==> src/rtl/vq_pkg.sv <==
`default_nettype none
// +-----------------------------------------------------------------------+
// | vq_pkg : constants shared by the vector quantizer and dequantizer     |
// | rev 1.0                                                               |
// +-----------------------------------------------------------------------+
package vq_pkg;
    localparam int VQ_SCALE   = 2408;
    localparam int VQ_RECIP   = 6967;
    localparam int VQ_FRAC    = 24;
    localparam int VQ_VEC_LEN = 8;
    localparam int VQ_QMIN    = -128;
    localparam int VQ_QMAX    = 127;
    localparam int VQ_PROD_W  = 48;
    localparam int VQ_CODE_W  = 8;

    typedef logic signed [VQ_CODE_W-1:0] vq_code_t;
endpackage
`default_nettype wire

==> src/rtl/vq_round_sat.sv <==
`default_nettype none
// +-----------------------------------------------------------------------+
// | vq_round_sat : round-half-up shift and 8-bit saturation, with flag    |
// | rev 1.0                                                               |
// +-----------------------------------------------------------------------+
module vq_round_sat
    import vq_pkg::*;
#(
    parameter int IN_W = VQ_PROD_W,
    parameter int FRAC = VQ_FRAC
) (
    input  logic signed [IN_W-1:0] i_prod,
    output vq_code_t               o_code,
    output logic                   o_sat
);
    localparam logic signed [IN_W:0] c_half =
        {{(IN_W-FRAC+1){1'b0}}, 1'b1, {(FRAC-1){1'b0}}};
    localparam logic signed [IN_W:0] c_qmax = (IN_W+1)'(VQ_QMAX);
    localparam logic signed [IN_W:0] c_qmin = (IN_W+1)'(VQ_QMIN);

    logic signed [IN_W:0] w_sum;
    logic signed [IN_W:0] w_shift;

    // One guard bit keeps the rounding add from overflowing for any input
    assign w_sum   = {i_prod[IN_W-1], i_prod} + c_half;
    assign w_shift = w_sum >>> FRAC;

    always_comb begin
        o_sat  = 1'b0;
        o_code = w_shift[VQ_CODE_W-1:0];
        if (w_shift > c_qmax) begin
            o_sat  = 1'b1;
            o_code = vq_code_t'(VQ_QMAX);
        end else if (w_shift < c_qmin) begin
            o_sat  = 1'b1;
            o_code = vq_code_t'(VQ_QMIN);
        end
    end
endmodule
`default_nettype wire

==> src/rtl/quantize_vec8.sv <==
`default_nettype none
// +-----------------------------------------------------------------------+
// | quantize_vec8 : int32 -> int8 vector quantizer, 2-cycle pipeline      |
// | rev 1.0                                                               |
// +-----------------------------------------------------------------------+
module quantize_vec8
    import vq_pkg::*;
#(
    parameter int VEC_LEN = VQ_VEC_LEN,
    parameter int RECIP   = VQ_RECIP,
    parameter int FRAC    = VQ_FRAC
) (
    input  logic               clk_i,
    input  logic               rstn_i,
    input  logic signed [31:0] din_i,
    input  logic               valid_i,
    output logic               valid_o,
    output logic signed [7:0]  dout_o,
    output logic [2:0]         idx_o,
    output logic               done_o,
    output logic [3:0]         sat_cnt_o
);
    logic signed [VQ_PROD_W-1:0] w_din_ext;
    logic signed [VQ_PROD_W-1:0] w_recip;
    logic signed [VQ_PROD_W-1:0] w_prod;
    vq_code_t                    w_code;
    logic                        w_sat;
    logic                        w_last;

    logic signed [VQ_PROD_W-1:0] r_p1;
    logic                        r_v1;
    logic                        r_valid;
    vq_code_t                    r_dout;
    logic [2:0]                  r_idx;
    logic                        r_done;
    logic [3:0]                  r_sat_cnt;
    logic [2:0]                  r_ecnt;
    logic [3:0]                  r_sacc;

    assign w_din_ext = VQ_PROD_W'(din_i);
    assign w_recip   = VQ_PROD_W'(RECIP);
    assign w_prod    = w_din_ext * w_recip;
    assign w_last    = (r_ecnt == 3'(VEC_LEN-1));

    vq_round_sat #(
        .IN_W (VQ_PROD_W),
        .FRAC (FRAC)
    ) u_round_sat (
        .i_prod (r_p1),
        .o_code (w_code),
        .o_sat  (w_sat)
    );

    always_ff @(posedge clk_i or negedge rstn_i) begin
        if (!rstn_i) begin
            r_p1 <= '0;
            r_v1 <= 1'b0;
        end else begin
            r_v1 <= valid_i;
            if (valid_i) begin
                r_p1 <= w_prod;
            end
        end
    end

    // Counter, accumulator and output registers only move on stage-2 valid cycles
    always_ff @(posedge clk_i or negedge rstn_i) begin
        if (!rstn_i) begin
            r_valid   <= 1'b0;
            r_dout    <= '0;
            r_idx     <= '0;
            r_done    <= 1'b0;
            r_sat_cnt <= '0;
            r_ecnt    <= '0;
            r_sacc    <= '0;
        end else begin
            r_valid <= r_v1;
            r_done  <= r_v1 && w_last;
            if (r_v1) begin
                r_dout <= w_code;
                r_idx  <= r_ecnt;
                if (w_last) begin
                    r_ecnt    <= '0;
                    r_sat_cnt <= r_sacc + {3'b000, w_sat};
                    r_sacc    <= '0;
                end else begin
                    r_ecnt <= r_ecnt + 3'd1;
                    r_sacc <= r_sacc + {3'b000, w_sat};
                end
            end
        end
    end

    assign valid_o   = r_valid;
    assign dout_o    = r_dout;
    assign idx_o     = r_idx;
    assign done_o    = r_done;
    assign sat_cnt_o = r_sat_cnt;
endmodule
`default_nettype wire

==> config.mk <==
export PLATFORM = sky130hd
export DESIGN_NAME = quantize_vec8
export DESIGN_NICKNAME = d
export VERILOG_FILES = /design/src/rtl/vq_pkg.sv /design/src/rtl/vq_round_sat.sv /design/src/rtl/quantize_vec8.sv
export SDC_FILE = /design/constraint.sdc
export NUM_CORES = 1
export LEC_CHECK = 0
export BUFFER_PORTS_ARGS = -buffer_cell sky130_fd_sc_hd__buf_2
export CAP_MARGIN = 15
export CORE_MARGIN = 8
export CORE_UTILIZATION = 55
export CTS_CLUSTER_SIZE = 14
export DETAILED_ROUTE_END_ITERATION = 8
export GPL_TIMING_DRIVEN = 0
export HOLD_SLACK_MARGIN = 0.02
export PLACE_DENSITY = 0.72
export SLEW_MARGIN = 10
export SYNTH_ARGS = -nofsm -noshare
export SYNTH_HDL_FRONTEND = slang
export SYNTH_SLANG_ARGS = --single-unit
==> constraint.sdc <==
create_clock -name clk_i -period 3.85 [get_ports clk_i]
set_clock_uncertainty 0.2 [all_clocks]
set_input_delay 1.155 -clock clk_i [delete_from_list [all_inputs] [get_ports clk_i]]
set_output_delay 1.155 -clock clk_i [all_outputs]
set_load 0.02 [all_outputs]
==> run_results.csv, run 1 <==
group,metric,value,unit
finish,antenna_cells,0,
grt,grt_max_degree,49,
timing,rsz0062_at_grt,"true",
worst_setup_path,path_delay_family,"adder cells",
timing,post-route-worst-setup-slack,-2400,ps
logic_synthesis,synth_area_per_cell,9.51,sq um
worst_setup_path,worstSetupPathType,"in2reg",
grt,antenna_found_initial,0,
status,violations,"negative setup slack",
worst_setup_path,cp_num_cells,18,
place,dp_hpwl,22000,um
clock_tree,cts_tree,"built",
worst_setup_path,worst_setup_path_end_kind,"flop",
place,port_buffers,51,
timing,min_period,6250,ps
timing,setup-violations-final,23,
place,place_area,13500,sq um
run,drv_cap,0,
route,wire_per_inst,17.3,um
grt,overflow,0,
clock_tree,postCtsHoldBufs,0,
worst_setup_path,start_kind,"input port",
finish,drive_gt1_share,27.3,%
timing,fmax,0.160,GHz
clock_tree,cts_root_buf,"clkbuf_16",
logic_synthesis,synthesis.nets,1725,
route,final_antenna_net_count,0,
logic_synthesis,yosysMostFrequentCell,"inv_1",
route,routed_wirelength,29300,um
floorplan,die_h,166,um
worst_setup_path,crit_chain,"buf_12 > ha_4 > inv_2 > fa_1 > inv_1 > fa_1 > fa_1 > fa_1 > fa_1 > ha_4 > nand3_1 > nor2_2 > a221oi_2 > o41a_1 > or4_4 > a21boi_4 > o21ai_1 > o311ai_1",
route,first_pass_iters,5,
logic_synthesis,synthArstFlopShare,100,%
logic_synthesis,yosys_warnings,0,
floorplan,rows,54,
worst_setup_path,required,3840,ps
clock_tree,cts_sinks,48,
logic_synthesis,synthTopCellsByCount,"362 x inv_1, 203 x fa_1, 190 x ha_1, 54 x nand2_1, 48 x dfrtp_1",
finish,syn2layout_area_growth,26.8,%
clock_tree,cts_max_path_buffers,2,
grt,grtUsageTotal,19.7,%
worst_setup_path,worst_r2r_path_depth,12,
logic_synthesis,seq_area_frac_synth,9.74,%
finish,finalNetCount,1840,
logic_synthesis,synth_top_area_share,33.0,%
route,drc,0,
worst_setup_path,crit_top_cell,"fa_1",
worst_setup_path,path_buf_inv,3,
clock_tree,worstSkewPairLatency,290,ps
logic_synthesis,syn_inst,1297,
worst_setup_path,crit_fanout,10,
logic_synthesis,synth.distinct_cells,77,
logic_synthesis,syn-cell-area,12300,sq um
status,status,"complete, but fails checks",
floorplan,core_area,21900,sq um
logic_synthesis,synth_seq_cells,48,
timing,slew_violations,0,
worst_setup_path,critPathMaxStageDelay,600,ps
timing,finalHoldViolCount,0,
grt,first_global_vias,9693,
logic_synthesis,synth_largest_area_cell,"fa_1",
worst_setup_path,arrival,6240,ps
route,drtIter0Drc,408,
logic_synthesis,synth-edff-count,0,
grt,grt_pass1_wl,46200,um
floorplan,dieArea,27500,sq um
clock_tree,cts_buffers,5,
timing,slew_headroom,46.6,%
floorplan,start_util,56.3,%
logic_synthesis,synth_ff_type,"dfrtp_1",
logic_synthesis,synth_area_leaders,"fa_1 33%, ha_1 19%, inv_1 11%, dfrtp_1 9.7%, xnor2_1 2.3%",
timing,post-route-period-util,162,%
clock_tree,clk_pin_slew,70,ps
timing,worst_pin_slew,801,ps
place,finalWeightedCongestion,0.897,
route,dr_total_vias,9211,
min_path,hp-class,"reg2reg",
floorplan,ioPinCount,52,
worst_setup_path,slowest_stage,"fa_1",
floorplan,die_x,166,um
clock_tree,cts-htree-levels,2,
min_path,whs_path_depth,0,
route,via_per_inst,5.44,
finish,final_area,15600,sq um
==> final timing paths <==
kind | start | slack, ps | end
setup / recovery | din_i[7] | -2400 | r_p1[32]$_DFFE_PN0P_
hold / removal | r_v1$_DFF_PN0_ | 170 | valid_o$_DFF_PN0_
setup reg to reg | r_p1[23]$_DFFE_PN0P_ | 550 | sat_cnt_o[1]$_DFFE_PN0P_
hold reg to reg | r_v1$_DFF_PN0_ | 170 | valid_o$_DFF_PN0_
max in group asynchronous | rstn_i | 2290 | dout_o[6]$_DFFE_PN0P_
min in group asynchronous | rstn_i | 650 | done_o$_DFF_PN0_
==> worst reg2reg max path, delay by kind of cell, from the launching register on <==
| kind | cells | cell delay, ps |
|---|---|---|
| adders and majority gates | 3 | 740 |
| AOI/OAI and AO/OA | 3 | 590 |
| muxes | 1 | 260 |
| buffers and inverters | 1 | 140 |
| and+or+nand+nor | 4 | 840 |
| DFF | 1 | 410 |
==> registers in the layout (all words and copies together) (netlist names) <==
signal and cells:
r_p1 23, dout_o 8, r_sacc 4, sat_cnt_o 4, idx_o 3, r_ecnt 3, done_o 1, r_v1 1
valid_o 1
==> cell families after synthesis <==
| kind of cell | Yosys count | share of synthesized area, % |
|---|---|---|
| adder cells (fa/ha/maj) | 393 | 52.2 |
| XOR/XNOR | 64 | 4.55 |
| AO/OA/AOI/OAI | 188 | 10.7 |
| multiplexers | 26 | 2.29 |
| buffers and inverters | 380 | 12.0 |
| AND/OR/NAND/NOR | 198 | 8.48 |
| flip-flops | 48 | 9.74 |
==> through the flow <==
step	utilization [%]	hold slack [ps]	worst slack, ps	setup TNS [ps]	instances
after floorplan	-	153	-2210	-46590	1297
after global placement	61.6	174	-3110	-63350	1628
after detailed placement	61.6	164	-3120	-64170	1628
after CTS	66.5	171	-2220	-48620	1661
after global routing	71.4	184	-2500	-54300	1693
final	71.4	168	-2400	-51600	1693
==> placed cells by master (no fill, tap or decap), drive strengths merged, types with 8 or more instances in the layout <==
master	count
inv	360
fa	203
ha	190
buf	111
nand2	55
dfrtp	48
a21oi	38
o21ai	37
xor2	32
xnor2	32
nor2	29
a21o	26
and2	22
clkbuf	21
nand3	20
nor3	18
mux2	18
nand4	12
and3	10
mux2i	8
o21a	8
o221ai	8
o31ai	8
a211oi	8
==> cell type report <==
type	instances	area, sq um
fill	1564	6260
clock buffer	6	129
tap	280	350
clock inverter	2	35.0
inverter	362	1370
buffer	18	161
sequential	48	1200
timing repair buffer	108	1110
multi-input combinational	869	11300
==> per-layer routing <==
layer  track usage [%]  routed length, um
met5                 0                  0
met4              2.19                514
met3              2.13                831
met2              34.0              14900
met1              26.9              13100
==> what timing repair did <==
action                                  CTS  global route
buffers inserted                         25            32
pin swaps                                84           108
gates cloned                              0             1
gates resized for setup                 156           157
endpoints found under the hold margin     0             0
endpoints found under the setup margin   23            23
Power of run 1 is left out: the tool's default activity adds up to more than one toggle a clock period on the data nets, which glitch-free logic cannot reach.
==> run 2: changes to the inputs <==
--- a/config.mk
+++ b/config.mk
@@ -5,6 +5,7 @@
 export SDC_FILE = /design/constraint.sdc
 export NUM_CORES = 1
 export LEC_CHECK = 0
+export ABC_AREA = 1
 export BUFFER_PORTS_ARGS = -buffer_cell sky130_fd_sc_hd__buf_2
 export CAP_MARGIN = 15
 export CORE_MARGIN = 8
@@ -17,4 +18,5 @@
 export SLEW_MARGIN = 10
 export SYNTH_ARGS = -nofsm -noshare
 export SYNTH_HDL_FRONTEND = slang
+export SYNTH_HIERARCHICAL = 1
 export SYNTH_SLANG_ARGS = --single-unit
==> constraint.sdc (replaced) <==
create_clock -name clk_i -period 6.2 [get_ports clk_i]
set_clock_uncertainty 0.2 [all_clocks]
set_input_delay 1.86 -clock clk_i [delete_from_list [all_inputs] [get_ports clk_i]]
set_output_delay 1.86 -clock clk_i [all_outputs]
set_load 0.02 [all_outputs]
==> run 2 against run 1 <==
Compared with the run above:
- the run still ends with negative setup slack left
- non-clock buffer count shrank 14
- flip-flop and latch count is the same
- area after synthesis grew 14%
- via count grew 26%
- worst setup slack gained 2300 ps
- highest routed layer unchanged
==> run_results.csv, run 2 <==
group,metric,value,unit
finish,multi_input_area,12500,sq um
route,first_pass_iters,5,
route,via_per_inst,4.97,
route,dr_total_vias,11600,
route,routed_wirelength,33100,um
timing,finalHoldViolCount,0,
finish,final_area,17400,sq um
grt,first_global_vias,12200,
floorplan,die_x,176,um
route,wire_per_inst,14.2,um
clock_tree,clk_pin_slew,60,ps
logic_synthesis,synthesis.nets,2320,
worst_setup_path,r2r_setup_slack,3240,ps
grt,grt_pass1_wl,56200,um
floorplan,core_area,25200,sq um
timing,min_period,6260,ps
finish,antenna_cells,0,
route,drc,0,
finish,final_common_cell,"inv_1",
timing,slew_violations,0,
worst_setup_path,crit_fanout,5,
worst_setup_path,start_kind,"input port",
clock_tree,cts_max_path_buffers,2,
grt,grtUsageTotal,21.6,%
finish,largest_reg_flops,23,
clock_tree,cts_tree,"built",
floorplan,start_util,56.0,%
finish,drive_gt1_share,26.2,%
place,port_buffers,51,
worst_setup_path,arrival,6240,ps
finish,nFillCells,1941,
place,place_area,15200,sq um
finish,regArea,1200,sq um
clock_tree,cts_sinks,48,
min_path,whs_path_depth,0,
clock_tree,cts-htree-levels,2,
timing,fmax,0.160,GHz
floorplan,die_h,176,um
grt,overflow,0,
place,dp_slack,-1220,ps
min_path,hold_end,"valid_o$_DFF_PN0_",
logic_synthesis,yosys_warnings,6,
timing,slew_headroom,60.0,%
route,final_antenna_net_count,0,
grt,grt_max_degree,49,
place,finalWeightedCongestion,0.923,
worst_setup_path,r2r_start,"r_p1[23]$_DFFE_PN0P_",
floorplan,ioPinCount,52,
worst_setup_path,worst_r2r_path_depth,18,
logic_synthesis,syn-cell-area,14100,sq um
timing,post-route-period-util,101,%
clock_tree,cts_buffers,5,
min_path,hp-class,"reg2reg",
clock_tree,cts_root_buf,"clkbuf_16",
timing,rsz0062_at_grt,"true",
finish,syn2layout_area_growth,23.2,%
worst_setup_path,r2r_end,"sat_cnt_o[2]$_DFFE_PN0P_",
finish,final_cell_mix,"496 x inv_1, 381 x nand2_1, 196 x fa_1, 108 x ha_1, 86 x nand2_2",
timing,tns,-296,ps
min_path,min_from,"r_v1$_DFF_PN0_",
status,violations,"negative setup slack",
timing,worst_pin_slew,599,ps
run,drv_cap,0,
place,dp_hpwl,27100,um
worst_setup_path,required,6180,ps
finish,finalCoreUtilization,69.0,%
timing,post-route-worst-setup-slack,-63.6,ps
floorplan,rows,58,
grt,antenna_found_initial,0,
floorplan,dieArea,31000,sq um
status,status,"complete, but fails checks",
route,drtIter0Drc,514,
worst_setup_path,worst_setup_path_end_kind,"flop",
worst_setup_path,worstSetupPathType,"in2reg",
logic_synthesis,synth_area_per_cell,7.46,sq um
clock_tree,worstSkewPairLatency,290,ps
finish,finalNetCount,2430,
timing,setup-violations-final,11,
logic_synthesis,syn_inst,1890,
finish,regMostFlops,"r_p1",
## run 2: critical path, cell delays in order
cell	delay [ps]
buf_12	100
clkinvlp_4	110
ha_4	250
fa_1	480
fa_2	500
fa_1	560
inv_2	40
fa_1	490
inv_1	50
fa_1	490
inv_2	50
ha_4	290
nand2_2	70
nor2_2	110
inv_1	80
nor2_4	130
nand2_2	80
nor2_1	100
nand2_1	110
nand3_1	110
nand2_1	60
nand3_2	50
nand2_1	50
## run 2: final cells by class
class | instances | area share [%]
Timing Repair Buffer | 103 | 5.43
Multi-Input combinational cell | 1263 | 71.9
Inverter | 570 | 12.4
Buffer | 9 | 0.216
Tap cell | 330 | 2.38
Sequential cell | 48 | 6.92
Clock inverter | 1 | 0.0288
Clock buffer | 6 | 0.742
## run 2: per-stage QoR
| step | cells | hold slack (ps) |
|---|---|---|
| finish | 2330 | 171 |
| global route | 2330 | 187 |
| CTS | 2317 | 171 |
| detailed placement | 2271 | 157 |
| global placement | 2271 | 153 |
| floorplan | 1890 | 152 |
## run 2: worst max-delay path by stage
stage / startpoint / endpoint / slack, ps / depth (start not counted)
3_3_place_gp: din_i[31] / r_p1[44]$_DFFE_PN0P_ / -1160 / 22
5_1_grt: din_i[13] / r_p1[43]$_DFFE_PN0P_ / -230 / 23
2_1_floorplan: din_i[14] / r_p1[45]$_DFFE_PN0P_ / -3 / 22
3_5_place_dp: din_i[31] / r_p1[44]$_DFFE_PN0P_ / -1220 / 22
4_1_cts: din_i[30] / r_p1[44]$_DFFE_PN0P_ / -8 / 23
6_report: din_i[30] / r_p1[43]$_DFFE_PN0P_ / -60 / 23
## run 2: timing repair
action | in CTS | in global routing
hold buffers | 0 | 0
setup buffers | 39 | 12
pin swaps | 187 | 168
endpoints found under the hold margin | 0 | 0
resized for setup | 232 | 153
gates cloned | 0 | 0
endpoints found under the setup margin | 23 | 23
## run 2: layer usage
layer  track usage, %  routed length (um)
met5                0                   0
met4             4.52                 581
met3             1.77                1130
met2             39.3               16700
met1             27.5               14800
Power of run 2 is left out for the same reason.
==> run 3: changes to the inputs <==
--- a/config.mk
+++ b/config.mk
@@ -20,3 +20,4 @@
 export SYNTH_HDL_FRONTEND = slang
 export SYNTH_HIERARCHICAL = 1
 export SYNTH_SLANG_ARGS = --single-unit
+export TNS_END_PERCENT = 10
==> run 3 against run 2 <==
Compared with the run above:
- the run still ends with negative setup slack left
- die area stayed put
- via count decreased by 0.97%
- largest cell class unchanged
- first-iteration DRC count is 14% higher
- utilization shrank 1.7 points
- wire length is 1.1% lower
- clock-buffer cell count is 1 higher
==> run_results.csv, run 3 (same netlist as run 2, synthesis figures left out) <==
group,metric,value,unit
timing,slew_violations,0,
floorplan,die_h,176,um
clock_tree,clk_pin_slew,60,ps
worst_setup_path,worst_setup_path_end_kind,"flop",
grt,antenna_found_initial,0,
clock_tree,cts_root_buf,"clkbuf_16",
route,drc,0,
finish,drive_gt1_share,21.1,%
timing,hold_slack,172,ps
worst_setup_path,critPathMaxStageDelay,500,ps
finish,final_cell_mix,"524 x inv_1, 417 x nand2_1, 193 x fa_1, 116 x ha_1, 74 x nor2_1",
finish,antenna_cells,0,
run,drv_cap,0,
floorplan,ioPinCount,52,
timing,rsz0062_at_grt,"true",
grt,grtUsageTotal,22.2,%
worst_setup_path,crit_chain,"buf_6 > ha_1 > inv_1 > fa_1 > inv_1 > fa_1 > fa_1 > fa_1 > inv_1 > fa_1 > inv_1 > ha_4 > nand2_4 > nor2_4 > inv_2 > nor2_4 > nand2_1 > nor2_1 > nand2_2 > nand3_1 > nand2_1 > nand3_2 > nand2_1",
route,drtIter0Drc,585,
grt,overflow,0,
place,place_area,15200,sq um
place,finalWeightedCongestion,0.922,
finish,regMostFlops,"r_p1",
place,dp_cells,2271,
worst_setup_path,crit_top_cell,"fa_1",
timing,worst_pin_slew,1050,ps
finish,finalNonFillerCells,2319,
min_path,hp-class,"reg2reg",
worst_setup_path,worstSetupPathType,"in2reg",
finish,syn2layout_area_growth,20.1,%
timing,setup-violations-final,13,
clock_tree,worstSkewPairLatency,290,ps
worst_setup_path,required,6180,ps
finish,largest_reg_flops,23,
grt,grt_max_degree,49,
timing,fmax,0.159,GHz
route,first_pass_iters,5,
place,dp_hpwl,27400,um
grt,grt_pass1_wl,57600,um
grt,first_global_vias,12500,
worst_setup_path,path_buf_inv,6,
route,wire_per_inst,14.1,um
clock_tree,cts_sinks,48,
timing,min_period,6280,ps
status,status,"complete, but fails checks",
timing,post-route-worst-setup-slack,-75.4,ps
finish,finalNetCount,2418,
clock_tree,cts_tree,"built",
worst_setup_path,slowest_stage,"fa_1",
floorplan,rows,58,
finish,final_common_cell,"inv_1",
clock_tree,cts_buffers,5,
clock_tree,cts_max_path_buffers,2,
worst_setup_path,crit_fanout,7,
worst_setup_path,path_delay_family,"adder cells",
timing,tns,-320,ps
clock_tree,postCtsHoldBufs,0,
route,dr_total_vias,11500,
floorplan,start_util,56.0,%
timing,finalHoldViolCount,0,
route,routed_wirelength,32800,um
status,violations,"negative setup slack",
finish,final_area,16900,sq um
timing,slew_headroom,30.2,%
floorplan,dieArea,31000,sq um
floorplan,die_x,176,um
timing,post-route-period-util,101,%
route,final_antenna_net_count,0,
route,via_per_inst,4.95,
floorplan,core_area,25200,sq um
place,port_buffers,51,
worst_setup_path,arrival,6250,ps
worst_setup_path,start_kind,"input port",
clock_tree,cts-htree-levels,2,
-- run 3: timing repair --
item,4_1_cts,5_1_grt
gates cloned,0,0
buffers inserted,40,0
resized for setup,229,34
hold endpoints to repair,0,0
endpoints found under the setup margin,23,23
pin swaps,172,40
-- run 3: path summary, 6_finish.rpt --
| kind | to | startpoint | cells after the start | slack, ps |
|---|---|---|---|---|
| hold / removal | valid_o$_DFF_PN0_ | r_v1$_DFF_PN0_ | 0 | 170 |
| max in group asynchronous | sat_cnt_o[3]$_DFFE_PN0P_ | rstn_i | 1 | 3590 |
| hold reg to reg | valid_o$_DFF_PN0_ | r_v1$_DFF_PN0_ | 0 | 170 |
| min in group asynchronous | dout_o[4]$_DFFE_PN0P_ | rstn_i | 1 | 1550 |
| setup / recovery | r_p1[44]$_DFFE_PN0P_ | din_i[23] | 23 | -80 |
| setup reg to reg | r_sacc[2]$_DFFE_PN0P_ | r_p1[24]$_DFFE_PN0P_ | 16 | 3220 |
-- run 3: area by class of cell --
cell class / count / area, sq um
Tap cell: 330 / 413
Sequential cell: 48 / 1200
Timing Repair Buffer: 91 / 777
Multi-Input combinational cell: 1263 / 12200
Clock inverter: 1 / 30.0
Fill cell: 2074 / 8250
Clock buffer: 7 / 153
Inverter: 570 / 2150
Buffer: 9 / 37.5
-- run 3: metal layers --
layer  routed length (um)  track usage, %
met5                    0               0
met4                  807            5.65
met3                 1100            1.52
met2                16400            40.2
met1                14500            28.2
-- run 3: worst reg2reg max path, delay by kind of cell (launching register included) --
family / cells / cell delay (ps)
compound gates: 1 / 110
flops: 1 / 380
fa+ha+maj: 3 / 650
simple gates: 11 / 1340
xor+xnor: 1 / 180
-- run 3: per-stage QoR --
stage	util [%]	setup slack, ps
after detailed placement	60.5	-1220
after CTS	66.7	-7.56
after global routing	67.2	-251
after global placement	60.5	-1170
final	67.2	-75.4
after floorplan	-	-8.94
Power of run 3 is left out for the same reason.
